### config.mk
export PLATFORM = sky130hd
export DESIGN_NAME = inst_fetch_unit
export DESIGN_NICKNAME = d
export VERILOG_FILES = /design/src/rtl/inst_fetch_unit.sv
export SDC_FILE = /design/constraint.sdc
export NUM_CORES = 1
export LEC_CHECK = 0
export CORE_MARGIN = 2
export CORE_UTILIZATION = 25
export DETAILED_ROUTE_END_ITERATION = 8
export HOLD_SLACK_MARGIN = 0.02
export PLACE_DENSITY = 0.42
export SYNTH_ARGS = -nofsm -noshare
export SYNTH_HDL_FRONTEND = slang
export SYNTH_SLANG_ARGS = --single-unit
### constraint.sdc
create_clock -name clk -period 4.2 [get_ports clk]
set_input_delay 0.42 -clock clk [delete_from_list [all_inputs] [get_ports clk]]
set_output_delay 0.42 -clock clk [all_outputs]
set_load 0.02 [all_outputs]
### src/rtl/inst_fetch_unit.sv
// inst_fetch_unit: fetch-side master for a combinational instruction ROM.
// It owns the fetch PC and drives the ROM enable and address. Returned words
// go into a small prefetch queue. The queue head is offered to decode over a
// valid/ready handshake. A redirect or a flush empties the queue.
// Optional build macro IF_MISALIGN_EXC_EN: a misaligned redirect target halts
// fetch and raises if_misalign_o instead of being silently aligned.
module inst_fetch_unit #(
    parameter int                 ADDR_W   = 32,
    parameter int                 INST_W   = 64,
    parameter int                 QDEPTH   = 4,
    parameter logic [ADDR_W-1:0]  RESET_PC = {ADDR_W{1'b0}}
) (
    input  logic              clk,
    input  logic              rst,
    output logic              rom_ce_o,
    output logic [ADDR_W-1:0] rom_addr_o,
    input  logic [INST_W-1:0] rom_inst_i,
    input  logic              redirect_i,
    input  logic [ADDR_W-1:0] redirect_pc_i,
    input  logic              flush_i,
    input  logic              id_ready_i,
    output logic              id_valid_o,
    output logic [ADDR_W-1:0] id_pc_o,
    output logic [INST_W-1:0] id_inst_o,
    output logic              if_busy_o
`ifdef IF_MISALIGN_EXC_EN
    ,
    output logic              if_misalign_o,
    output logic [ADDR_W-1:0] if_bad_pc_o
`endif
);

    localparam int PTR_W = $clog2(QDEPTH);
    localparam int CNT_W = PTR_W + 1;
    localparam logic [CNT_W-1:0] FULL_CNT = CNT_W'(QDEPTH);
    localparam logic [ADDR_W-1:0] ALIGN_MASK = {{(ADDR_W-3){1'b1}}, 3'b000};

    logic [ADDR_W-1:0] fetch_pc_r;
    logic              ce_r;
    logic [PTR_W-1:0]  rd_ptr_r;
    logic [PTR_W-1:0]  wr_ptr_r;
    logic [CNT_W-1:0]  count_r;
    logic [ADDR_W-1:0] q_pc_r   [QDEPTH];
    logic [INST_W-1:0] q_inst_r [QDEPTH];
    logic              misalign_r;
    logic [ADDR_W-1:0] bad_pc_r;

    logic              clear_s;
    logic              fetch_en_s;
    logic              pop_s;
    logic              push_s;
    logic              bad_target_s;
    logic [ADDR_W-1:0] target_pc_s;

    // Handshake and fetch qualification for this cycle
    always_comb begin
        clear_s      = 1'b0;
        fetch_en_s   = 1'b0;
        pop_s        = 1'b0;
        push_s       = 1'b0;
        bad_target_s = 1'b0;
        target_pc_s  = redirect_pc_i & ALIGN_MASK;

        clear_s = redirect_i | flush_i;
`ifdef IF_MISALIGN_EXC_EN
        if (redirect_i && (redirect_pc_i[2:0] != 3'b000)) begin
            bad_target_s = 1'b1;
        end else begin
            bad_target_s = 1'b0;
        end
`endif
        // A halted unit keeps ce_r set but stops issuing ROM reads.
        fetch_en_s = ce_r & ~misalign_r;

        if ((count_r != {CNT_W{1'b0}}) && id_ready_i && !clear_s) begin
            pop_s = 1'b1;
        end else begin
            pop_s = 1'b0;
        end

        // A full queue may still accept a word when the head leaves this cycle.
        if (fetch_en_s && ((count_r != FULL_CNT) || pop_s) && !clear_s) begin
            push_s = 1'b1;
        end else begin
            push_s = 1'b0;
        end
    end

    // Fetch PC, ROM enable and misalignment state
    always_ff @(posedge clk) begin
        if (rst) begin
            fetch_pc_r <= RESET_PC;
            ce_r       <= 1'b0;
            misalign_r <= 1'b0;
            bad_pc_r   <= {ADDR_W{1'b0}};
        end else begin
            ce_r <= 1'b1;
            if (redirect_i) begin
                if (bad_target_s) begin
                    misalign_r <= 1'b1;
                    bad_pc_r   <= redirect_pc_i;
                end else begin
                    misalign_r <= 1'b0;
                    fetch_pc_r <= target_pc_s;
                end
            end else if (push_s) begin
                fetch_pc_r <= fetch_pc_r + ADDR_W'(8);
            end
        end
    end

    // Queue pointers and occupancy
    always_ff @(posedge clk) begin
        if (rst) begin
            rd_ptr_r <= {PTR_W{1'b0}};
            wr_ptr_r <= {PTR_W{1'b0}};
            count_r  <= {CNT_W{1'b0}};
        end else if (clear_s) begin
            rd_ptr_r <= {PTR_W{1'b0}};
            wr_ptr_r <= {PTR_W{1'b0}};
            count_r  <= {CNT_W{1'b0}};
        end else begin
            if (push_s) begin
                wr_ptr_r <= wr_ptr_r + PTR_W'(1);
            end
            if (pop_s) begin
                rd_ptr_r <= rd_ptr_r + PTR_W'(1);
            end
            case ({push_s, pop_s})
                2'b10:   count_r <= count_r + CNT_W'(1);
                2'b01:   count_r <= count_r - CNT_W'(1);
                default: count_r <= count_r;
            endcase
        end
    end

    // Queue storage; contents are only observed through a valid head
    always_ff @(posedge clk) begin
        if (push_s) begin
            q_pc_r[wr_ptr_r]   <= fetch_pc_r;
            q_inst_r[wr_ptr_r] <= rom_inst_i;
        end
    end

    // Output decode from the registered state
    always_comb begin
        rom_ce_o   = fetch_en_s;
        rom_addr_o = {ADDR_W{1'b0}};
        id_valid_o = 1'b0;
        id_pc_o    = {ADDR_W{1'b0}};
        id_inst_o  = {INST_W{1'b0}};
        if_busy_o  = (count_r == FULL_CNT);

        if (fetch_en_s) begin
            rom_addr_o = fetch_pc_r;
        end else begin
            rom_addr_o = {ADDR_W{1'b0}};
        end

        if (count_r != {CNT_W{1'b0}}) begin
            id_valid_o = 1'b1;
            id_pc_o    = q_pc_r[rd_ptr_r];
            id_inst_o  = q_inst_r[rd_ptr_r];
        end else begin
            id_valid_o = 1'b0;
        end
    end

`ifdef IF_MISALIGN_EXC_EN
    assign if_misalign_o = misalign_r;
    assign if_bad_pc_o   = bad_pc_r;
`endif

endmodule
# == After elaboration in Yosys (flattened, before gate mapping) ==
# Memory sizes are Yosys's and may differ from the RTL's. A register that Yosys moved wholly into a read port is not among the register bits.
# Index checks and enable logic that the tools add are counted.
# classes
n_reduce_logical,11
bitwise_logic,1
n_eq_ne,4
n_mux,16
addsub,5
# ops
cell,count
$mux 32,4
$mux 64,1
$add 32x4->32 const B,1
$mux 2,4
$mux 1,6
$pmux 3 s2,1
$add 2x1->2 const B,2
$logic_and 1x1->1,4
$reduce_bool 2->1,2
$reduce_or 2->1,2
$add 3x1->3 const B,1
$eq 3x3->1 const B,1
$ne 3x3->1 const B,1
$reduce_bool 3->1,1
$sub 3x1->3 const B,1
$eq 2x1->1 const B,1
$eq 2x2->1 const B,1
$logic_not 1->1,1
$logic_or 1x1->1,1
$or 1x1->1,1
# totals
regBits,40
memories,2
out_inout_bits,131
mem_bits_rw,384
inputBits,101
wordCells,45
# memory_table
name,words,width,rd,rd_clocked_by_memory_dff,write_ports,line,text
q_inst_r,4,64,1,1,1,44,logic [INST_W-1:0] q_inst_r [QDEPTH];
q_pc_r,4,32,1,1,1,43,logic [ADDR_W-1:0] q_pc_r [QDEPTH];

# == Longest topological paths before layout ==
# logic_depth
word_depth,10
mapped_depth,12
depth_no_buf,9

# == Worst setup path after synthesis ==
# OpenSTA, ideal clock, no wires.
# synth_timing
path_kind,input-to-reg
from,in redirect_i
to,"mem q_inst_r[2][0], enable pin"
path_buffers,3
arrival_ns,3.490
slack_ns,0.248
t_required_ns,3.738
cell_stages,6
setup_ns,0.462
cell_sequence,clkbuf_1 > nor2_1 > and3_1 > clkbuf_1 > buf_4 > and2_1
# synth_via
elab_chain_len,10
# synth_rtl
item,line,text
from (decl),18,"input logic redirect_i,"
$or 1x1->1 *,64,clear_s = redirect_i | flush_i;
$logic_not 1->1 *,"75, 82",
$logic_and 1x1->1,75,if ((count_r != {CNT_W{1'b0}}) && id_ready_i && !clear_s) begin
$mux 1,75,
$logic_or 1x1->1,82,if (fetch_en_s && ((count_r != FULL_CNT) || pop_s) && !clear_s) begin
$logic_and 1x1->1,82,
$logic_and 1x1->1 *,82,
$mux 1 *,82,
$mux 1 *,139,if (push_s) begin
$mux 1 (implied by the code) *,141,q_inst_r[wr_ptr_r] <= rom_inst_i;
to (decl),44,
# Every way passes the cells marked *; elsewhere a longest branch is shown, timed or not.

==> results.json <==
{
  "gp_congestion": 0.729,
  "drv_slew": 0,
  "path_class": "reg2out",
  "numPortBuffers": 222,
  "core-area_um2": 65400,
  "yosys_warnings": 0,
  "multiInputGateArea_um2": 4200,
  "cts_hold_buffers": 0,
  "grt_use_total": 0.123,
  "r2r_setup_slack_ps": 1450,
  "fin_cells": 2048,
  "setup_ws_ps": 1080,
  "viasPerCell": 4.34,
  "path_max_fanout": 33,
  "worstPathRequired_ps": 3780,
  "routedWlPerCell_um": 20.4,
  "synth_cell_types": 52,
  "gr-total-overflow": 0,
  "drc": 0,
  "nets": 1256,
  "synthesis.area_um2": 16400,
  "power_leakage_nw": 6.55,
  "ios": 232,
  "first_iter_violations": 586,
  "max_stage_delay_ps": 690,
  "clock_skew_ps": 16.7,
  "cp-start-kind": "flip-flop",
  "synthArstFlopShare": 0,
  "hold_path_class": "in2reg",
  "wl_um": 41900,
  "slowest_stage": "dfxtp_4",
  "cts_setup_buffers": 0,
  "insertion_delay_ps": 570,
  "cts_tree": "done",
  "cts_resized": 0,
  "setup_viol": 0,
  "antenna_found_initial": 1,
  "grt_pass1_vias": 9573,
  "ys_seq_elements": 411,
  "outcome": "complete, no violations",
  "synth_edf_count": 372,
  "finish.utilization": 0.326,
  "total_power_w": 0.00889,
  "worstPathCellList": "buf_12 -> mux4_2 -> and2_1 -> clkdlybuf4s50_1",
  "drive_gt1_frac": 0.163,
  "max_freq_ghz": 0.321,
  "period_share": 0.742,
  "path_clk_slew_ps": 60,
  "grt_start_max_net_pins": 94,
  "dieArea_um2": 67800,
  "synth_cells": 907,
  "ant_nets": 0,
  "areaGrowthSynthToFinish_pct": 29.7,
  "setup_tns_ps": 0,
  "crit_path_end_kind": "output port",
  "rows": 94,
  "synth_sequential_area_ratio": 0.727,
  "grt_pass1_wl_um": 62000,
  "pre_cts_ws_ps": 968,
  "slew_headroom": 0.415,
  "placed_cells": 1962,
  "min_period_ps": 3120,
  "syn_area_per_cell_um2": 18.1,
  "max-vdd-ir-drop_uv": 254,
  "die_w_um": 260,
  "ys.flop_type": "edfxtp_1",
  "regArea_um2": 12000,
  "start_util": 0.251,
  "clockRootBuffer": "clkbuf_16",
  "finalHoldViolCount": 0,
  "cts_max_level": 2,
  "cts_made_buffers": 48,
  "fp.dieH_um": 260,
  "cts.sinks": 411,
  "worst_slew_pin_slew_ps": 871,
  "vias": 8896,
  "arrival_ps": 2700,
  "nFillCells": 6424,
  "clockBufferDepth": 3,
  "dr.pass1.iters": 4,
  "hpwl_um": 24800,
  "rsz0062_at_grt": "false",
  "max_cap_viol_count": 0,
  "powerDensity_nw_per_um2": 417
}
-- layout by cell type (no fill, tap or decap), types with 6 or more instances in the layout --
master / n
a21oi_1: 18
a31oi_1: 9
and2_1: 122
buf_12: 13
buf_4: 8
clkbuf_1: 8
clkbuf_16: 49
clkdlybuf4s50_1: 222
clkinv_1: 13
clkinv_2: 7
conb_1: 6
dfxtp_1: 37
edfxtp_1: 372
ha_1: 6
inv_1: 11
mux4_2: 93
nand2_1: 36
nand3_1: 14
nand4_1: 10
nor2_1: 20
nor3_1: 6
o21ai_0: 15
xnor2_1: 8
xor2_1: 7
-- cell usage after synthesis, drive strengths merged, types with 2 or more instances --
cell       n  area, µm²
a21oi     18       90.1
nand3     14       70.1
a31oi      9       56.3
edfxtp   372      11200
dfxtp     39        781
inv       12       45.0
o2bb2ai    4       35.0
a2bb2oi    2       17.5
xnor2      8       70.1
buf       23        136
ha         6       75.1
or4        2       15.0
nand2     36        135
mux4      93       2090
or3        6       37.5
clkbuf    33        129
nor4       7       56.3
nand4     10       62.6
nor2      20       75.1
mux2i      3       30.0
xor2       7       61.3
o211ai     3       22.5
and2     127        796
o21a       2       15.0
nor3       6       30.0
and3       4       25.0
a41oi      2       17.5
a22oi      3       22.5
and4       5       43.8
o21ai     15       75.1
a32oi      2       17.5
o221ai     2       17.5
-- worst max-delay path, delay by kind of cell, from the launching register on --
family / cells / cell delay (ps)
muxes: 1 / 340
and+or+nand+nor: 1 / 180
DFF: 1 / 690
buffers and inverters: 2 / 880
-- path summary, 6_finish.rpt --
path / startpoint / cells past startpoint / endpoint
worst min-delay path: redirect_pc_i[13] / 3 / fetch_pc_r[13]
worst min register to register: rd_ptr_r[1] / 2 / flip-flop
worst max-delay path: flip-flop / 4 / id_pc_o[19]
worst max register to register: count_r[0] / 9 / count_r[2]
-- flip-flops by register name, indices dropped and copies added (netlist names), named ones only --
signal and count:
wr_ptr_r 2, fetch_pc_r 29, count_r 3, rd_ptr_r 2
ce_r 1, q_inst_r 256, q_pc_r 116
-- kinds of logic after synthesis --
logic type                 Yosys count  synth area share
DFF                                411             0.727
buffers and inverters               69            0.0194
xor gates and xnor gates            15           0.00799
and+or+nand+nor                    240            0.0833
AOI/OAI and AO/OA                   67            0.0263
other                                1          0.000228
muxes                               97             0.130
adders and majority gates            7           0.00579
-- through the flow --
| step | hold WS [ps] | instance area, µm² |
|---|---|---|
| final | 428 | 21300 |
| after detailed placement | 512 | 19800 |
| after CTS | 386 | 21300 |
| after global placement | 505 | 19800 |
| after global routing | 420 | 21300 |
| after floorplan | 458 | 16500 |
-- metal layers --
layer / part of all wire / GRT usage / up-vias
met5: 0 / 0 / -
met4: 0.017 / 0.0300 / 0
met3: 0.059 / 0.0307 / 55
met2: 0.48 / 0.204 / 255
met1: 0.44 / 0.162 / 4539
li1: - / - / 4047
-- report_power, final --
| group | switching (W) | internal (W) | total [W] |
|---|---|---|---|
| clock | 0.00162 | 0.00236 | 0.00398 |
| sequential | 0.0000598 | 0.00451 | 0.00457 |
| combinational | 0.000160 | 0.000174 | 0.000334 |
-- area by class of cell --
type,count,area share
sequential,411,0.561
multi-input combinational,432,0.197
timing repair buffer,243,0.119
clock buffer,57,0.0589
tap,864,0.0507
clock inverter,28,0.0111
inverter,12,0.00211
antenna,1,0.000117
No activity file was read; power rests on OpenSTA's default activity.
